## src/rtl/ref_inferred_shallow_ram.sv

```systemverilog
// Simple dual-port RAM, inferred array, no reset on contents.
// FAST_READ registers the read address; otherwise the read data is registered.
module ref_inferred_shallow_ram #(
    parameter int ADDR_WIDTH = 6,
    parameter int DATA_WIDTH = 32,
    parameter bit FAST_READ  = 1'b1
) (
    input  logic                  wr_clk,
    input  logic                  wr_en,
    input  logic [ADDR_WIDTH-1:0] wr_addr,
    input  logic [DATA_WIDTH-1:0] wr_data,
    input  logic                  rd_clk,
    input  logic                  rd_en,
    input  logic [ADDR_WIDTH-1:0] rd_addr,
    output logic [DATA_WIDTH-1:0] rd_data
);

    logic [DATA_WIDTH-1:0] mem [2**ADDR_WIDTH];

    always_ff @(posedge wr_clk) begin
        if (wr_en) begin
            mem[wr_addr] <= wr_data;
        end
    end

    if (FAST_READ) begin : g_fast
        logic [ADDR_WIDTH-1:0] addr_q;

        always_ff @(posedge rd_clk) begin
            if (rd_en) begin
                addr_q <= rd_addr;
            end
        end

        assign rd_data = mem[addr_q];
    end else begin : g_reg
        logic [DATA_WIDTH-1:0] data_q;

        always_ff @(posedge rd_clk) begin
            if (rd_en) begin
                data_q <= mem[rd_addr];
            end
        end

        assign rd_data = data_q;
    end

endmodule

```

## src/rtl/ref_multichan_shallow_fifo.sv

```systemverilog
// Multi-channel FIFO: NUM_CH independent circular queues in one shared RAM.
// Read data appears one cycle after an accepted read and holds afterwards.
module ref_multichan_shallow_fifo #(
    parameter int DATA_WIDTH    = 32,
    parameter int CH_ADDR_WIDTH = 4,
    parameter int CH_SEL_WIDTH  = 2
) (
    input  logic                         clk,
    input  logic                         rst,
    input  logic                         wr_en,
    input  logic [CH_SEL_WIDTH-1:0]      wr_ch,
    input  logic [DATA_WIDTH-1:0]        wr_data,
    input  logic                         rd_en,
    input  logic [CH_SEL_WIDTH-1:0]      rd_ch,
    output logic                         rd_valid,
    output logic [DATA_WIDTH-1:0]        rd_data,
    input  logic [(1<<CH_SEL_WIDTH)-1:0] flush,
    output logic [(1<<CH_SEL_WIDTH)-1:0] full,
    output logic [(1<<CH_SEL_WIDTH)-1:0] empty,
    output logic [(1<<CH_SEL_WIDTH)*(CH_ADDR_WIDTH+1)-1:0] level,
    input  logic                         err_clr,
    output logic [(1<<CH_SEL_WIDTH)-1:0] overflow,
    output logic [(1<<CH_SEL_WIDTH)-1:0] underflow
);

    localparam int NUM_CH         = 1 << CH_SEL_WIDTH;
    localparam int LEVEL_WIDTH    = CH_ADDR_WIDTH + 1;
    localparam int RAM_ADDR_WIDTH = CH_SEL_WIDTH + CH_ADDR_WIDTH;

    logic [NUM_CH-1:0] wr_sel;
    logic [NUM_CH-1:0] rd_sel;
    logic [NUM_CH-1:0] push;
    logic [NUM_CH-1:0] pop;
    logic [NUM_CH-1:0] ovf_set;
    logic [NUM_CH-1:0] udf_set;

    logic [NUM_CH-1:0][CH_ADDR_WIDTH-1:0] wr_idx;
    logic [NUM_CH-1:0][CH_ADDR_WIDTH-1:0] rd_idx;

    logic [DATA_WIDTH-1:0] ram_data;
    logic [DATA_WIDTH-1:0] data_hold;

    for (genvar n = 0; n < NUM_CH; n++) begin : g_ch
        logic [LEVEL_WIDTH-1:0] wr_ptr;
        logic [LEVEL_WIDTH-1:0] rd_ptr;

        assign wr_sel[n] = wr_en && (wr_ch == CH_SEL_WIDTH'(n));
        assign rd_sel[n] = rd_en && (rd_ch == CH_SEL_WIDTH'(n));

        assign empty[n] = (wr_ptr == rd_ptr);
        assign full[n]  = (wr_ptr[CH_ADDR_WIDTH] != rd_ptr[CH_ADDR_WIDTH]) &&
                          (wr_ptr[CH_ADDR_WIDTH-1:0] == rd_ptr[CH_ADDR_WIDTH-1:0]);
        assign level[n*LEVEL_WIDTH +: LEVEL_WIDTH] = wr_ptr - rd_ptr;

        // A flush on this channel suppresses its write, read and error events.
        assign push[n]    = wr_sel[n] && !full[n] && !flush[n] && !rst;
        assign pop[n]     = rd_sel[n] && !empty[n] && !flush[n] && !rst;
        assign ovf_set[n] = wr_sel[n] && full[n] && !flush[n];
        assign udf_set[n] = rd_sel[n] && empty[n] && !flush[n];

        assign wr_idx[n] = wr_ptr[CH_ADDR_WIDTH-1:0];
        assign rd_idx[n] = rd_ptr[CH_ADDR_WIDTH-1:0];

        always_ff @(posedge clk) begin
            if (rst) begin
                wr_ptr <= '0;
                rd_ptr <= '0;
            end else if (flush[n]) begin
                rd_ptr <= wr_ptr;
            end else begin
                if (push[n]) begin
                    wr_ptr <= wr_ptr + LEVEL_WIDTH'(1);
                end
                if (pop[n]) begin
                    rd_ptr <= rd_ptr + LEVEL_WIDTH'(1);
                end
            end
        end
    end

    always_ff @(posedge clk) begin
        if (rst) begin
            overflow  <= '0;
            underflow <= '0;
        end else if (err_clr) begin
            overflow  <= '0;
            underflow <= '0;
        end else begin
            overflow  <= overflow | ovf_set;
            underflow <= underflow | udf_set;
        end
    end

    ref_inferred_shallow_ram #(
        .ADDR_WIDTH (RAM_ADDR_WIDTH),
        .DATA_WIDTH (DATA_WIDTH),
        .FAST_READ  (1'b1)
    ) u_ram (
        .wr_clk  (clk),
        .wr_en   (|push),
        .wr_addr ({wr_ch, wr_idx[wr_ch]}),
        .wr_data (wr_data),
        .rd_clk  (clk),
        .rd_en   (|pop),
        .rd_addr ({rd_ch, rd_idx[rd_ch]}),
        .rd_data (ram_data)
    );

    // rd_valid tracks the RAM's registered read address, one cycle after the pop.
    always_ff @(posedge clk) begin
        if (rst) begin
            rd_valid <= 1'b0;
        end else begin
            rd_valid <= |pop;
        end
    end

    always_ff @(posedge clk) begin
        if (rd_valid) begin
            data_hold <= ram_data;
        end
    end

    assign rd_data = rd_valid ? ram_data : data_hold;

endmodule
```

## config.mk

```make
export PLATFORM = sky130hd
export DESIGN_NAME = ref_multichan_shallow_fifo
export DESIGN_NICKNAME = d
export VERILOG_FILES = /design/src/rtl/ref_inferred_shallow_ram.sv /design/src/rtl/ref_multichan_shallow_fifo.sv
export SDC_FILE = /design/constraint.sdc
export NUM_CORES = 2
export LEC_CHECK = 0
export BUFFER_PORTS_ARGS = -buffer_cell sky130_fd_sc_hd__buf_4
export CAP_MARGIN = 20
export CORE_AREA = 2 2 355 357
export CTS_CLUSTER_DIAMETER = 200
export DETAILED_ROUTE_END_ITERATION = 12
export DIE_AREA = 0 0 357 359
export GPL_ROUTABILITY_DRIVEN = 0
export GPL_TIMING_DRIVEN = 0
export HOLD_SLACK_MARGIN = 0.12
export PLACE_DENSITY_LB_ADDON = 0.05
export SLEW_MARGIN = 20
export SYNTH_ARGS = -nofsm -noshare
export SYNTH_HDL_FRONTEND = slang
export SYNTH_SLANG_ARGS = --single-unit
```

## constraint.sdc

```tcl
create_clock -name clk -period 12.4 [get_ports clk]
set_clock_uncertainty 0.1 [all_clocks]
set_input_delay 2.48 -clock clk [delete_from_list [all_inputs] [get_ports clk]]
set_output_delay 2.48 -clock clk [all_outputs]
set_load 0.005 [all_outputs]
```

==> results.toml <==
[worst_setup_path]
path_class = "reg2out"
slowest_delay_ps = 750
required_ps = 9820
end_kind = "primary output"
critPathMaxFanout = 10
cp_common_cell = "clkbuf_1"
crit_slowest_cell = "clkbuf_1"
reg2reg_depth = 8
r2r-end = "data_hold[24]$_DFF_P_"
cp_num_buf_inv = 4
regToRegSetupSlack_ps = 7790
critPathArrivalTime_ps = 5400
path_cells = "clkbuf_1 -> nor2b_1 -> clkbuf_1 -> clkbuf_1 -> a22oi_1 -> a21oi_1 -> a21oi_1 -> nand2_1 -> buf_4"
crit_family = "buffers and inverters"
start_kind = "register"

[cts]
hold_buffers = 0
clock_latency_ps = 850
cts.sink_count = 2141
cts_buffers = 202
postCtsSetupBuffers = 0
clockBufferDepth = 3
ctsResizeCount = 0
cts_root_buf = "clkbuf_16"
clk_pin_slew_ps = 60
htreeDepth = 4
cts_tree = "done"

[global_routing]
antenna_found_initial = 1
grt_pass1_wl_um = 306400
grt_max_degree = 65
overflow = 0
grt_pass1_vias = 42710
track_usage_pct = 34.18

[sta]
rsz0062_at_grt = "no"
tns_ps = 0
fin_ws_ps = 4423
setup_violations = 0
slew_headroom_pct = 19.61
hold_violations = 0
timing.fmax_ghz = 0.1254
finalCritPeriodShare_pct = 64.33
worst_pin_slew_ps = 1203
fin_crit_ps = 7977
slew_viol_final = 0

[yosys]
ys.flop_type = "edfxtp_1"
synth_common_cells = "edfxtp_1, mux4_2, mux2i_1"
synth_seq_area_share_pct = 76.76
syn_area_per_cell_um2 = 19.86
syn_area_um2 = 82620
yosysMostFrequentCell = "edfxtp_1"
syn-num-nets = 4234
yosys.area.top_type = "edfxtp_1"
ys_types = 65
synth_area_leaders = "edfxtp_1, mux4_2, mux2i_1"
synthArstFlopShare_pct = 0
synth_top_area_share_pct = 74.65
yosysWarningCount = 0
synthCells = 4161
synth-edff-count = 2054
ys_seq_elements = 2141

[routing]
dr.first_iter.drc_count = 7009
drcViolationCount = 0
num_vias = 43730
vias_per_cell = 6.867
avgRoutedWirePerCell_um = 33.84
antenna_left = 0
drt_pass1_iterations = 6
wirelength_um = 215500

[hold_path]
hold_path_depth = 1
min_path_type = "reg2reg"
min_from = "u_ram.g_fast.addr_q[4]$_DFFE_PP_"

[run_status]
status = "completed"

[pwr]
ir_worst_vdd_mv = 0.1725
p_leak_uw = 0.03080
p_per_area_nw_per_um2 = 152.6

[placed_design]
portBuffers = 111
dp_slack_ps = 5567
hpwl_um = 137800
dp_cells = 5993

[finish]
regArea_um2 = 63420
area_delta_synth_final_pct = 13.74
multi_input_area_um2 = 18590
fillers = 6984
layout-drive-gt1-share_pct = 22.26
final_cells = 6368
fin_nets = 4620

[die]
die_area_um2 = 128200
rows = 130
io_pins = 114
die_w_um = 357
core_area_um2 = 124600
die_h_um = 359
initial_utilization_pct = 66.31

[job]
drv_cap = 0
==> final cells by class <==
type | instances | share of cell area (%)
Sequential cell | 2141 | 67.49
Multi-Input combinational cell | 1754 | 19.78
Clock buffer | 270 | 5.870
Timing Repair Buffer | 182 | 2.628
Tap cell | 1650 | 2.197
Buffer | 230 | 1.044
Clock inverter | 104 | 0.8454
Inverter | 36 | 0.1438
Antenna cell | 1 | 0.002663
==> metal layers <==
metal / vias to the layer above / share of wire, % / global-route usage (%)
met5: - / 0.0060 / 0
met4: 2 / 4.4 / 13.47
met3: 410 / 11 / 7.325
met2: 2740 / 47 / 52.14
met1: 22650 / 37 / 49.36
li1: 17920 / - / -
==> power breakdown <==
part,internal [uW],total (uW),switching (uW),leakage [uW]
clock,3340,5930,2590,0.00309
sequential,7930,7930,5.77,0.0192
combinational,142,477,335,0.00855
total,11400,14300,2930,0.0308
==> cell usage in the layout, fill, tap and decap left out, types with 18 or more instances in the layout <==
cell	instances
nor2_4	64
dfxtp_1	87
mux2_2	69
clkbuf_1	165
nor2b_1	104
buf_2	73
buf_4	114
inv_1	36
buf_1	36
clkbuf_16	207
mux4_2	359
xor2_1	18
a211oi_1	71
mux2i_1	234
edfxtp_1	2054
clkinv_1	49
clkinv_2	30
ha_1	24
o32ai_1	32
o211ai_1	32
nor4_1	64
a21oi_1	80
buf_12	31
nor2_1	146
nand2_1	88
o22ai_1	65
buf_16	35
xnor2_1	22
a22oi_1	159
==> logic make-up (layout without fill, tap and decap cells) <==
group | Yosys count | count (layout) | synth area share, %
AOI/OAI and AO/OA | 484 | 484 | 4.192
xor gates and xnor gates | 40 | 40 | 0.4240
adders and majority gates | 28 | 28 | 0.4604
buffers and inverters | 266 | 822 | 1.342
DFF | 2141 | 2141 | 76.76
muxes | 662 | 662 | 13.56
other | 0 | 1 | 0
and+or+nand+nor | 540 | 540 | 3.260
==> flip-flops by register name (all words and copies together) (netlist names), named ones only <==
signal               cells
data_hold               32
g_ch.rd_ptr             20
g_ch.wr_ptr             20
overflow                 4
rd_valid                 1
u_ram.g_fast.addr_q      6
u_ram.mem             2048
underflow                4
==> metrics by stage <==
step	instance area, um^2	hold WS [ps]	power [uW]	util [%]
2_1_floorplan	82620	333.8	8299	-
3_5_place_dp	87660	358.8	8557	70.35
3_3_place_gp	85520	355.3	8541	68.64
5_1_grt	93980	398.9	14660	75.42
4_1_cts	93970	370.9	14370	75.42
6_report	93980	372.5	14340	75.43
==> how the worst max path moves through the flow <==
| stage | start | endpoint | depth (start not counted) | slack (ps) |
|---|---|---|---|---|
| after floorplan | wr_ch[1] | u_ram.mem[16][0]$_DFFE_PP_ | 7 | 6630 |
| after global placement | wr_ch[0] | u_ram.mem[8][9]$_DFFE_PP_ | 6 | 4860 |
| after detailed placement | register | rd_data[7] | 10 | 5570 |
| after CTS | register | rd_data[23] | 10 | 4660 |
| after global routing | register | rd_data[25] | 9 | 4390 |
| final | register | rd_data[24] | 9 | 4420 |
(Power assumes the default switching activity.)
